`src/rtl/universal_reg_rstn.sv`:
```
// universal_reg_rstn: WIDTH-bit multi-mode register (hold/load/shift/rotate/count) with synchronous active-low reset
// Ports: clk, reset_n (sync, active-low), enable, mode[2:0], d[WIDTH-1:0], sin_lsb, sin_msb
//        -> q, q_not, sout_msb, sout_lsb, tc (wrap announced for the next edge)
// Optional: define UNIVERSAL_REG_ROTATE_EN to compile in ROL/ROR; otherwise modes 4/5 hold.
module universal_reg_rstn #(
  parameter int WIDTH = 8,
  parameter logic [WIDTH-1:0] RESET_VALUE = {WIDTH{1'b0}}
) (
  input  logic             clk,
  input  logic             reset_n,
  input  logic             enable,
  input  logic [2:0]       mode,
  input  logic [WIDTH-1:0] d,
  input  logic             sin_lsb,
  input  logic             sin_msb,
  output logic [WIDTH-1:0] q,
  output logic [WIDTH-1:0] q_not,
  output logic             sout_msb,
  output logic             sout_lsb,
  output logic             tc
);
  logic [WIDTH-1:0] nxt;
  always_comb begin
    nxt = q;
    if (enable)
      case (mode)
        3'd1: nxt = d;
        3'd2: nxt = {q[WIDTH-2:0], sin_lsb};
        3'd3: nxt = {sin_msb, q[WIDTH-1:1]};
`ifdef UNIVERSAL_REG_ROTATE_EN
        3'd4: nxt = {q[WIDTH-2:0], q[WIDTH-1]};
        3'd5: nxt = {q[0], q[WIDTH-1:1]};
`endif
        3'd6: nxt = q + 1'b1;
        3'd7: nxt = q - 1'b1;
        default: nxt = q;
      endcase
  end
  always_ff @(posedge clk) q <= !reset_n ? RESET_VALUE : nxt;
  assign q_not = ~q;
  assign sout_msb = q[WIDTH-1];
  assign sout_lsb = q[0];
  // case-equality keeps tc at 0 when mode is X in simulation
  assign tc = reset_n && enable && ((mode === 3'd6 && &q) || (mode === 3'd7 && ~|q));
endmodule
```
`config.mk`:
```
export PLATFORM = sky130hd
export DESIGN_NAME = universal_reg_rstn
export DESIGN_NICKNAME = d
export VERILOG_FILES = /design/src/rtl/universal_reg_rstn.sv
export SDC_FILE = /design/constraint.sdc
export NUM_CORES = 1
export LEC_CHECK = 0
export ABC_AREA = 1
export CORE_MARGIN = 8
export CORE_UTILIZATION = 41
export CTS_BUF_LIST = sky130_fd_sc_hd__clkbuf_4
export CTS_CLUSTER_DIAMETER = 40
export DETAILED_ROUTE_END_ITERATION = 16
export GPL_ROUTABILITY_DRIVEN = 0
export MAX_ROUTING_LAYER = met4
export PLACE_DENSITY_LB_ADDON = 0.05
export SLEW_MARGIN = 40
export SYNTH_ARGS = -nofsm -noshare
export SYNTH_HDL_FRONTEND = slang
export SYNTH_SLANG_ARGS = --single-unit
```
`constraint.sdc`:
```
create_clock -name clk -period 1.6 [get_ports clk]
set_input_delay 0.32 -clock clk [delete_from_list [all_inputs] [get_ports clk]]
set_output_delay 0.32 -clock clk [all_outputs]
set_load 0.01 [all_outputs]
```
==> run_summary.xml, run 1 <==
<?xml version="1.0" encoding="UTF-8"?>
<metrics>
  <group name="clock_network">
    <metric name="cts_tree" unit="">done</metric>
    <metric name="cts_htree_levels" unit="">1</metric>
    <metric name="cts_max_path_bufs" unit="">2</metric>
    <metric name="clock_tree.root_cell" unit="">sky130_fd_sc_hd__clkbuf_4</metric>
    <metric name="tritoncts.num_buffers" unit="">3</metric>
    <metric name="postCtsHoldBufs" unit="">0</metric>
    <metric name="clock_insertion_delay_at_the_later_pin_of_the_skew_report" unit="ns">0.27</metric>
    <metric name="cts_num_sinks" unit="">8</metric>
    <metric name="cts.clk_slew.worst_paths" unit="ns">0.07</metric>
  </group>
  <group name="power_and_ir_drop">
    <metric name="power_per_cell_area" unit="nW/um^2">499</metric>
    <metric name="cellLeakagePower" unit="nW">0.808</metric>
    <metric name="power.ir.vdd_worst" unit="mV">0.514</metric>
    <metric name="power.total" unit="mW">0.837</metric>
  </group>
  <group name="global_route">
    <metric name="global_route.usage.total" unit="">0.193</metric>
    <metric name="number_of_antenna_violations_at_the_first_check_in_global_routing" unit="">0</metric>
    <metric name="grt_pass1_wl" unit="microns">6350</metric>
    <metric name="first_global_vias" unit="">1453</metric>
    <metric name="grt_start_max_net_pins" unit="">9</metric>
    <metric name="grt_overflow_total" unit="">0</metric>
  </group>
  <group name="synth">
    <metric name="ys_types" unit="">33</metric>
    <metric name="synth_fp_nets" unit="">171</metric>
    <metric name="syn-cell-area" unit="sq um">925</metric>
    <metric name="synth_ff_type" unit="">sky130_fd_sc_hd__dfxtp_1</metric>
    <metric name="ys.warnings.count" unit="">0</metric>
    <metric name="synth-seq-cells" unit="">8</metric>
    <metric name="synth_edf_count" unit="">0</metric>
    <metric name="postSynthCellCount" unit="">154</metric>
    <metric name="synth.yosys.seq_area_share" unit="">0.173</metric>
    <metric name="proportion_of_synthesized_flip_flops_having_asynchronous_set_or_reset" unit="">0</metric>
    <metric name="mean_instance_size_in_the_synthesized_netlist" unit="sq um">6.00</metric>
  </group>
  <group name="setup_path">
    <metric name="worst-setup-path-type" unit="">flop to output port</metric>
    <metric name="timing.critical_path.arrival" unit="ns">1.46</metric>
    <metric name="critical_path.endpoint_type" unit="">output port</metric>
    <metric name="worst-endpoint-required" unit="ns">1.28</metric>
    <metric name="crit_fanout" unit="">4</metric>
    <metric name="timing.critical_path.from_type" unit="">flop</metric>
  </group>
  <group name="sta">
    <metric name="fin_crit_sh" unit="">1.11</metric>
    <metric name="hold_violations" unit="">0</metric>
    <metric name="final_period_minus_worst_setup_slack" unit="ns">1.78</metric>
    <metric name="setup-tns-final" unit="ns">-0.378</metric>
    <metric name="setup_ws" unit="ns">-0.177</metric>
    <metric name="clock_skew" unit="ns">0.00924</metric>
    <metric name="max_slew.worst_pin.slew" unit="ns">0.392</metric>
    <metric name="maxSlewHeadroom" unit="">0.736</metric>
    <metric name="timing.final.setup_violations" unit="">4</metric>
    <metric name="slew_violations" unit="">0</metric>
    <metric name="rsz0062_at_grt" unit="">true</metric>
    <metric name="max_freq" unit="MHz">563</metric>
  </group>
  <group name="final_layout">
    <metric name="area_growth" unit="%">81.5</metric>
    <metric name="fraction_of_layout_cells_with_a_size_suffix_above_1" unit="">0.388</metric>
    <metric name="final_cell_mix" unit="">36 x sky130_fd_sc_hd__nand2_1, 34 x sky130_fd_sc_hd__buf_4, 16 x sky130_fd_sc_hd__inv_1, 16 x sky130_fd_sc_hd__dlygate4sd2_1, 12 x sky130_fd_sc_hd__clkdlybuf4s50_1</metric>
    <metric name="n_antenna_cell" unit="">0</metric>
    <metric name="most_common_cell_after_layout_fill_and_taps_aside" unit="">sky130_fd_sc_hd__nand2_1</metric>
    <metric name="finalInstanceArea" unit="sq um">1680</metric>
    <metric name="regMostFlops" unit="">q</metric>
    <metric name="largest_reg_flops" unit="">8</metric>
    <metric name="num-nets-final" unit="">243</metric>
    <metric name="regs_by_ff_count" unit="">q: 8 flops</metric>
  </group>
  <group name="drt">
    <metric name="drt_first_pass_iters" unit="">4</metric>
    <metric name="drt-wirelength-per-cell" unit="microns">16.7</metric>
    <metric name="drtIter0Drc" unit="">91</metric>
    <metric name="final_ant_viol_nets" unit="">0</metric>
    <metric name="drt-total-wl" unit="microns">4210</metric>
    <metric name="via_count" unit="">1429</metric>
    <metric name="drcViolationCount" unit="">0</metric>
    <metric name="vias_per_cell" unit="">5.67</metric>
  </group>
  <group name="place">
    <metric name="portBuffers" unit="">34</metric>
    <metric name="place.detailed.hpwl" unit="microns">2990</metric>
    <metric name="placedInstanceArea" unit="sq um">1520</metric>
  </group>
  <group name="floorplan">
    <metric name="std_cell_rows" unit="">17</metric>
    <metric name="floorplan.initialDensity" unit="">0.426</metric>
    <metric name="floorplan.core_area" unit="sq um">2170</metric>
    <metric name="die_w" unit="microns">63.5</metric>
    <metric name="design.die.area" unit="sq um">4030</metric>
    <metric name="io_pins" unit="">35</metric>
    <metric name="die_h" unit="microns">63.5</metric>
  </group>
  <group name="run">
    <metric name="maxCapViolCount" unit="">0</metric>
  </group>
  <group name="outcome">
    <metric name="status" unit="">finished, violations left</metric>
    <metric name="failing_checks" unit="">negative setup slack</metric>
  </group>
  <group name="worst_hold_path">
    <metric name="type_of_the_tightest_min_delay_check" unit="">input port to flop</metric>
  </group>
</metrics>
[layer usage]
| metal | share of wire | track usage | wire (microns) |
|---|---|---|---|
| met3 | 0.083 | 0.0442 | 351 |
| met1 | 0.40 | 0.214 | 1670 |
| met5 | 0 | - | 0 |
| met2 | 0.49 | 0.330 | 2050 |
| met4 | 0.034 | 0.0696 | 142 |
[through the flow]
step           setup WS (ns)  hold slack [ns]   util  instances
2_1_floorplan        0.00627            0.458      -        154
3_3_place_gp          -0.765            0.567  0.699        245
3_5_place_dp          -0.867            0.568  0.699        245
4_1_cts               -0.164            0.549  0.744        250
5_1_grt               -0.224            0.535  0.773        252
6_report              -0.177            0.544  0.773        252
[final cells by class]
| type | instances | area, sq um |
|---|---|---|
| fill | 181 | 492 |
| sequential | 8 | 174 |
| tap | 28 | 35.0 |
| clock buffer | 3 | 22.5 |
| multi-input combinational | 117 | 728 |
| timing repair buffer | 73 | 623 |
| inverter | 23 | 95.1 |
[synth_stat cells, types with 3 or more instances]
cell	n	area (sq um)
sky130_fd_sc_hd__nand4_1	5	31.3
sky130_fd_sc_hd__nor2_1	9	33.8
sky130_fd_sc_hd__nand2_1	41	154
sky130_fd_sc_hd__o22ai_1	3	18.8
sky130_fd_sc_hd__nand2_2	6	37.5
sky130_fd_sc_hd__a21oi_1	10	50.1
sky130_fd_sc_hd__inv_1	19	71.3
sky130_fd_sc_hd__dfxtp_1	8	160
sky130_fd_sc_hd__nand3_1	9	45.0
sky130_fd_sc_hd__o21ai_0	11	55.1
[worst max-delay path: stages (launching register included)]
cell and delay (ns):
sky130_fd_sc_hd__dfxtp_2 0.35, sky130_fd_sc_hd__nor2_2 0.12, sky130_fd_sc_hd__nand3_2 0.09, sky130_fd_sc_hd__nor4_2 0.28
sky130_fd_sc_hd__o2111a_1 0.20, sky130_fd_sc_hd__buf_2 0.13
[final timing paths]
| kind | slack (ns) | startpoint | cells after the start | to |
|---|---|---|---|---|
| min reg2reg | 0.60 | q[6] | 2 | q[6] |
| max reg2reg | -0.11 | q[1] | 16 | q[6] |
| min | 0.54 | mode[1] | 4 | q[2] |
| max | -0.18 | q[2] | 5 | tc |
[cells by family after synthesis]
kind of cell | synth area share
buf+inv | 0.149
fa+ha+maj | 0.0135
simple gates | 0.360
flops | 0.173
xor+xnor | 0.0189
compound gates | 0.286
[what timing repair did]
action / CTS / global route
pin swaps: 13 / 15
resized for setup: 60 / 17
setup endpoints to repair: 27 / 10
setup buffers: 4 / 3
endpoints found under the hold margin: 0 / 0
[power by group]
| group | internal (mW) | switching (mW) |
|---|---|---|
| Clock | 0.0868 | 0.0853 |
| Sequential | 0.215 | 0.0217 |
| Combinational | 0.208 | 0.220 |
Note: power is estimated with default switching activity, not from simulation.
==> run 2: changes to the inputs <==
Settings changed: CORE_ASPECT_RATIO set to 1.25.
==> run_summary.xml, run 2 (synthesis gave the netlist of run 1 again) <==
<?xml version="1.0" encoding="UTF-8"?>
<metrics>
  <group name="final_layout">
    <metric name="regMostFlops" unit="">q</metric>
    <metric name="final_cell_mix" unit="">38 x sky130_fd_sc_hd__nand2_1, 38 x sky130_fd_sc_hd__buf_4, 16 x sky130_fd_sc_hd__inv_1, 14 x sky130_fd_sc_hd__clkdlybuf4s50_1, 11 x sky130_fd_sc_hd__dlygate4sd2_1</metric>
    <metric name="regs_by_ff_count" unit="">q: 8 flops</metric>
    <metric name="n_antenna_cell" unit="">0</metric>
    <metric name="finalInstanceArea" unit="sq um">1630</metric>
    <metric name="num-fill-cells" unit="">183</metric>
    <metric name="largest_reg_flops" unit="">8</metric>
    <metric name="final-seq-area" unit="sq um">171</metric>
    <metric name="multi_input_comb_area" unit="sq um">681</metric>
    <metric name="num-nets-final" unit="">243</metric>
    <metric name="fraction_of_layout_cells_with_a_size_suffix_above_1" unit="">0.362</metric>
    <metric name="area_growth" unit="%">75.8</metric>
  </group>
  <group name="sta">
    <metric name="max_slew.worst_pin.slew" unit="ns">0.373</metric>
    <metric name="hold_violations" unit="">0</metric>
    <metric name="max_freq" unit="MHz">599</metric>
    <metric name="timing.final.setup_violations" unit="">1</metric>
    <metric name="setup_ws" unit="ns">-0.0702</metric>
    <metric name="final_period_minus_worst_setup_slack" unit="ns">1.67</metric>
    <metric name="fin_crit_sh" unit="">1.04</metric>
    <metric name="slew_violations" unit="">0</metric>
    <metric name="setup-tns-final" unit="ns">-0.0702</metric>
    <metric name="maxSlewHeadroom" unit="">0.748</metric>
    <metric name="clock_skew" unit="ns">0.00464</metric>
    <metric name="rsz0062_at_grt" unit="">true</metric>
  </group>
  <group name="place">
    <metric name="portBuffers" unit="">34</metric>
    <metric name="place.detailed.hpwl" unit="microns">2950</metric>
    <metric name="placedInstanceArea" unit="sq um">1530</metric>
  </group>
  <group name="floorplan">
    <metric name="die_h" unit="microns">69.1</metric>
    <metric name="die_w" unit="microns">58.5</metric>
    <metric name="io_pins" unit="">35</metric>
    <metric name="floorplan.core_area" unit="sq um">2160</metric>
    <metric name="design.die.area" unit="sq um">4040</metric>
    <metric name="std_cell_rows" unit="">19</metric>
    <metric name="floorplan.initialDensity" unit="">0.427</metric>
  </group>
  <group name="setup_path">
    <metric name="critical_path.endpoint_type" unit="">output port</metric>
    <metric name="reg2reg_slack" unit="ns">0</metric>
    <metric name="worst-endpoint-required" unit="ns">1.28</metric>
    <metric name="timing.critical_path.arrival" unit="ns">1.35</metric>
    <metric name="timing.critical_path.from_type" unit="">flop</metric>
    <metric name="worst-setup-path-type" unit="">flop to output port</metric>
    <metric name="crit_fanout" unit="">4</metric>
  </group>
  <group name="drt">
    <metric name="final_ant_viol_nets" unit="">0</metric>
    <metric name="drt_first_pass_iters" unit="">5</metric>
    <metric name="drcViolationCount" unit="">0</metric>
    <metric name="via_count" unit="">1345</metric>
    <metric name="drt-wirelength-per-cell" unit="microns">14.3</metric>
    <metric name="drt-total-wl" unit="microns">3640</metric>
    <metric name="vias_per_cell" unit="">5.27</metric>
    <metric name="drtIter0Drc" unit="">53</metric>
  </group>
  <group name="clock_network">
    <metric name="cts_tree" unit="">done</metric>
    <metric name="cts_max_path_bufs" unit="">2</metric>
    <metric name="postCtsHoldBufs" unit="">0</metric>
    <metric name="cts_num_sinks" unit="">8</metric>
    <metric name="clock_tree.root_cell" unit="">sky130_fd_sc_hd__clkbuf_4</metric>
    <metric name="cts_htree_levels" unit="">1</metric>
    <metric name="cts.clk_slew.worst_paths" unit="ns">0.06</metric>
    <metric name="clock_insertion_delay_at_the_later_pin_of_the_skew_report" unit="ns">0.26</metric>
    <metric name="tritoncts.num_buffers" unit="">3</metric>
  </group>
  <group name="power_and_ir_drop">
    <metric name="power.total" unit="mW">0.791</metric>
    <metric name="power.ir.vdd_worst" unit="mV">0.461</metric>
    <metric name="cellLeakagePower" unit="nW">0.815</metric>
    <metric name="power_per_cell_area" unit="nW/um^2">487</metric>
  </group>
  <group name="global_route">
    <metric name="first_global_vias" unit="">1297</metric>
    <metric name="global_route.usage.total" unit="">0.177</metric>
    <metric name="number_of_antenna_violations_at_the_first_check_in_global_routing" unit="">0</metric>
    <metric name="grt_pass1_wl" unit="microns">5690</metric>
    <metric name="grt_start_max_net_pins" unit="">11</metric>
    <metric name="grt_overflow_total" unit="">0</metric>
  </group>
  <group name="outcome">
    <metric name="status" unit="">finished, violations left</metric>
    <metric name="failing_checks" unit="">negative setup slack</metric>
  </group>
  <group name="run">
    <metric name="maxCapViolCount" unit="">0</metric>
  </group>
  <group name="worst_hold_path">
    <metric name="type_of_the_tightest_min_delay_check" unit="">input port to flop</metric>
  </group>
</metrics>
==> run 2: changes by cell type in the layout (fill, tap and decap cells not counted), sizes merged <==
cell           delta
buf               +2
clkdlybuf4s15     -1
clkdlybuf4s50     +2
dlygate4sd2       -5
dlymetal6s2s      +2
==> run 2: critical path, stage by stage, from the launching register on <==
cell and delay [ns]:
sky130_fd_sc_hd__dfxtp_4 0.36, sky130_fd_sc_hd__inv_4 0.06, sky130_fd_sc_hd__nand2_1 0.06, sky130_fd_sc_hd__nor4_1 0.25, sky130_fd_sc_hd__o2111a_1 0.23, sky130_fd_sc_hd__buf_2 0.13
==> run 2: path summary, 6_finish.rpt <==
kind,cells past startpoint,end,startpoint
worst max register to register,14,q[4],q[1]
worst max-delay path,5,tc,q[7]
worst min register to register,2,q[6],q[6]
worst min-delay path,4,q[2],mode[1]
==> run 2: metal layers <==
| metal | GRT usage | share of wire |
|---|---|---|
| met1 | 0.190 | 0.40 |
| met2 | 0.317 | 0.53 |
| met3 | 0.0204 | 0.039 |
| met4 | 0.0628 | 0.026 |
| met5 | - | 0 |
==> run 2: power breakdown <==
| part | switching (mW) | internal [mW] |
|---|---|---|
| Clock | 0.0752 | 0.0863 |
| Combinational | 0.196 | 0.199 |
| Sequential | 0.0177 | 0.216 |
| Total | 0.289 | 0.501 |
==> run 2: stage by stage <==
stage | hold WS, ns | setup WS, ns | std cells | utilization
floorplan | 0.458 | 0.00627 | 154 | -
global placement | 0.572 | -0.739 | 249 | 0.706
detailed placement | 0.568 | -0.757 | 249 | 0.706
CTS | 0.532 | -0.152 | 254 | 0.722
global route | 0.547 | -0.118 | 255 | 0.751
finish | 0.538 | -0.0702 | 255 | 0.751
==> run 2: final cells by class <==
cell class,count,share of cell area
clock buffers,3,0.0139
multi-input cells,117,0.419
flip-flops and latches,8,0.105
well taps,31,0.0239
repair buffers,73,0.378
inverters,23,0.0600
==> run 2: timing repair <==
item | in CTS | in global routing
setup buffers | 2 | 2
endpoints found under the hold margin | 0 | 0
endpoints found under the setup margin | 27 | 10
pin swaps | 5 | 10
gates cloned | 0 | 0
resized for setup | 40 | 21
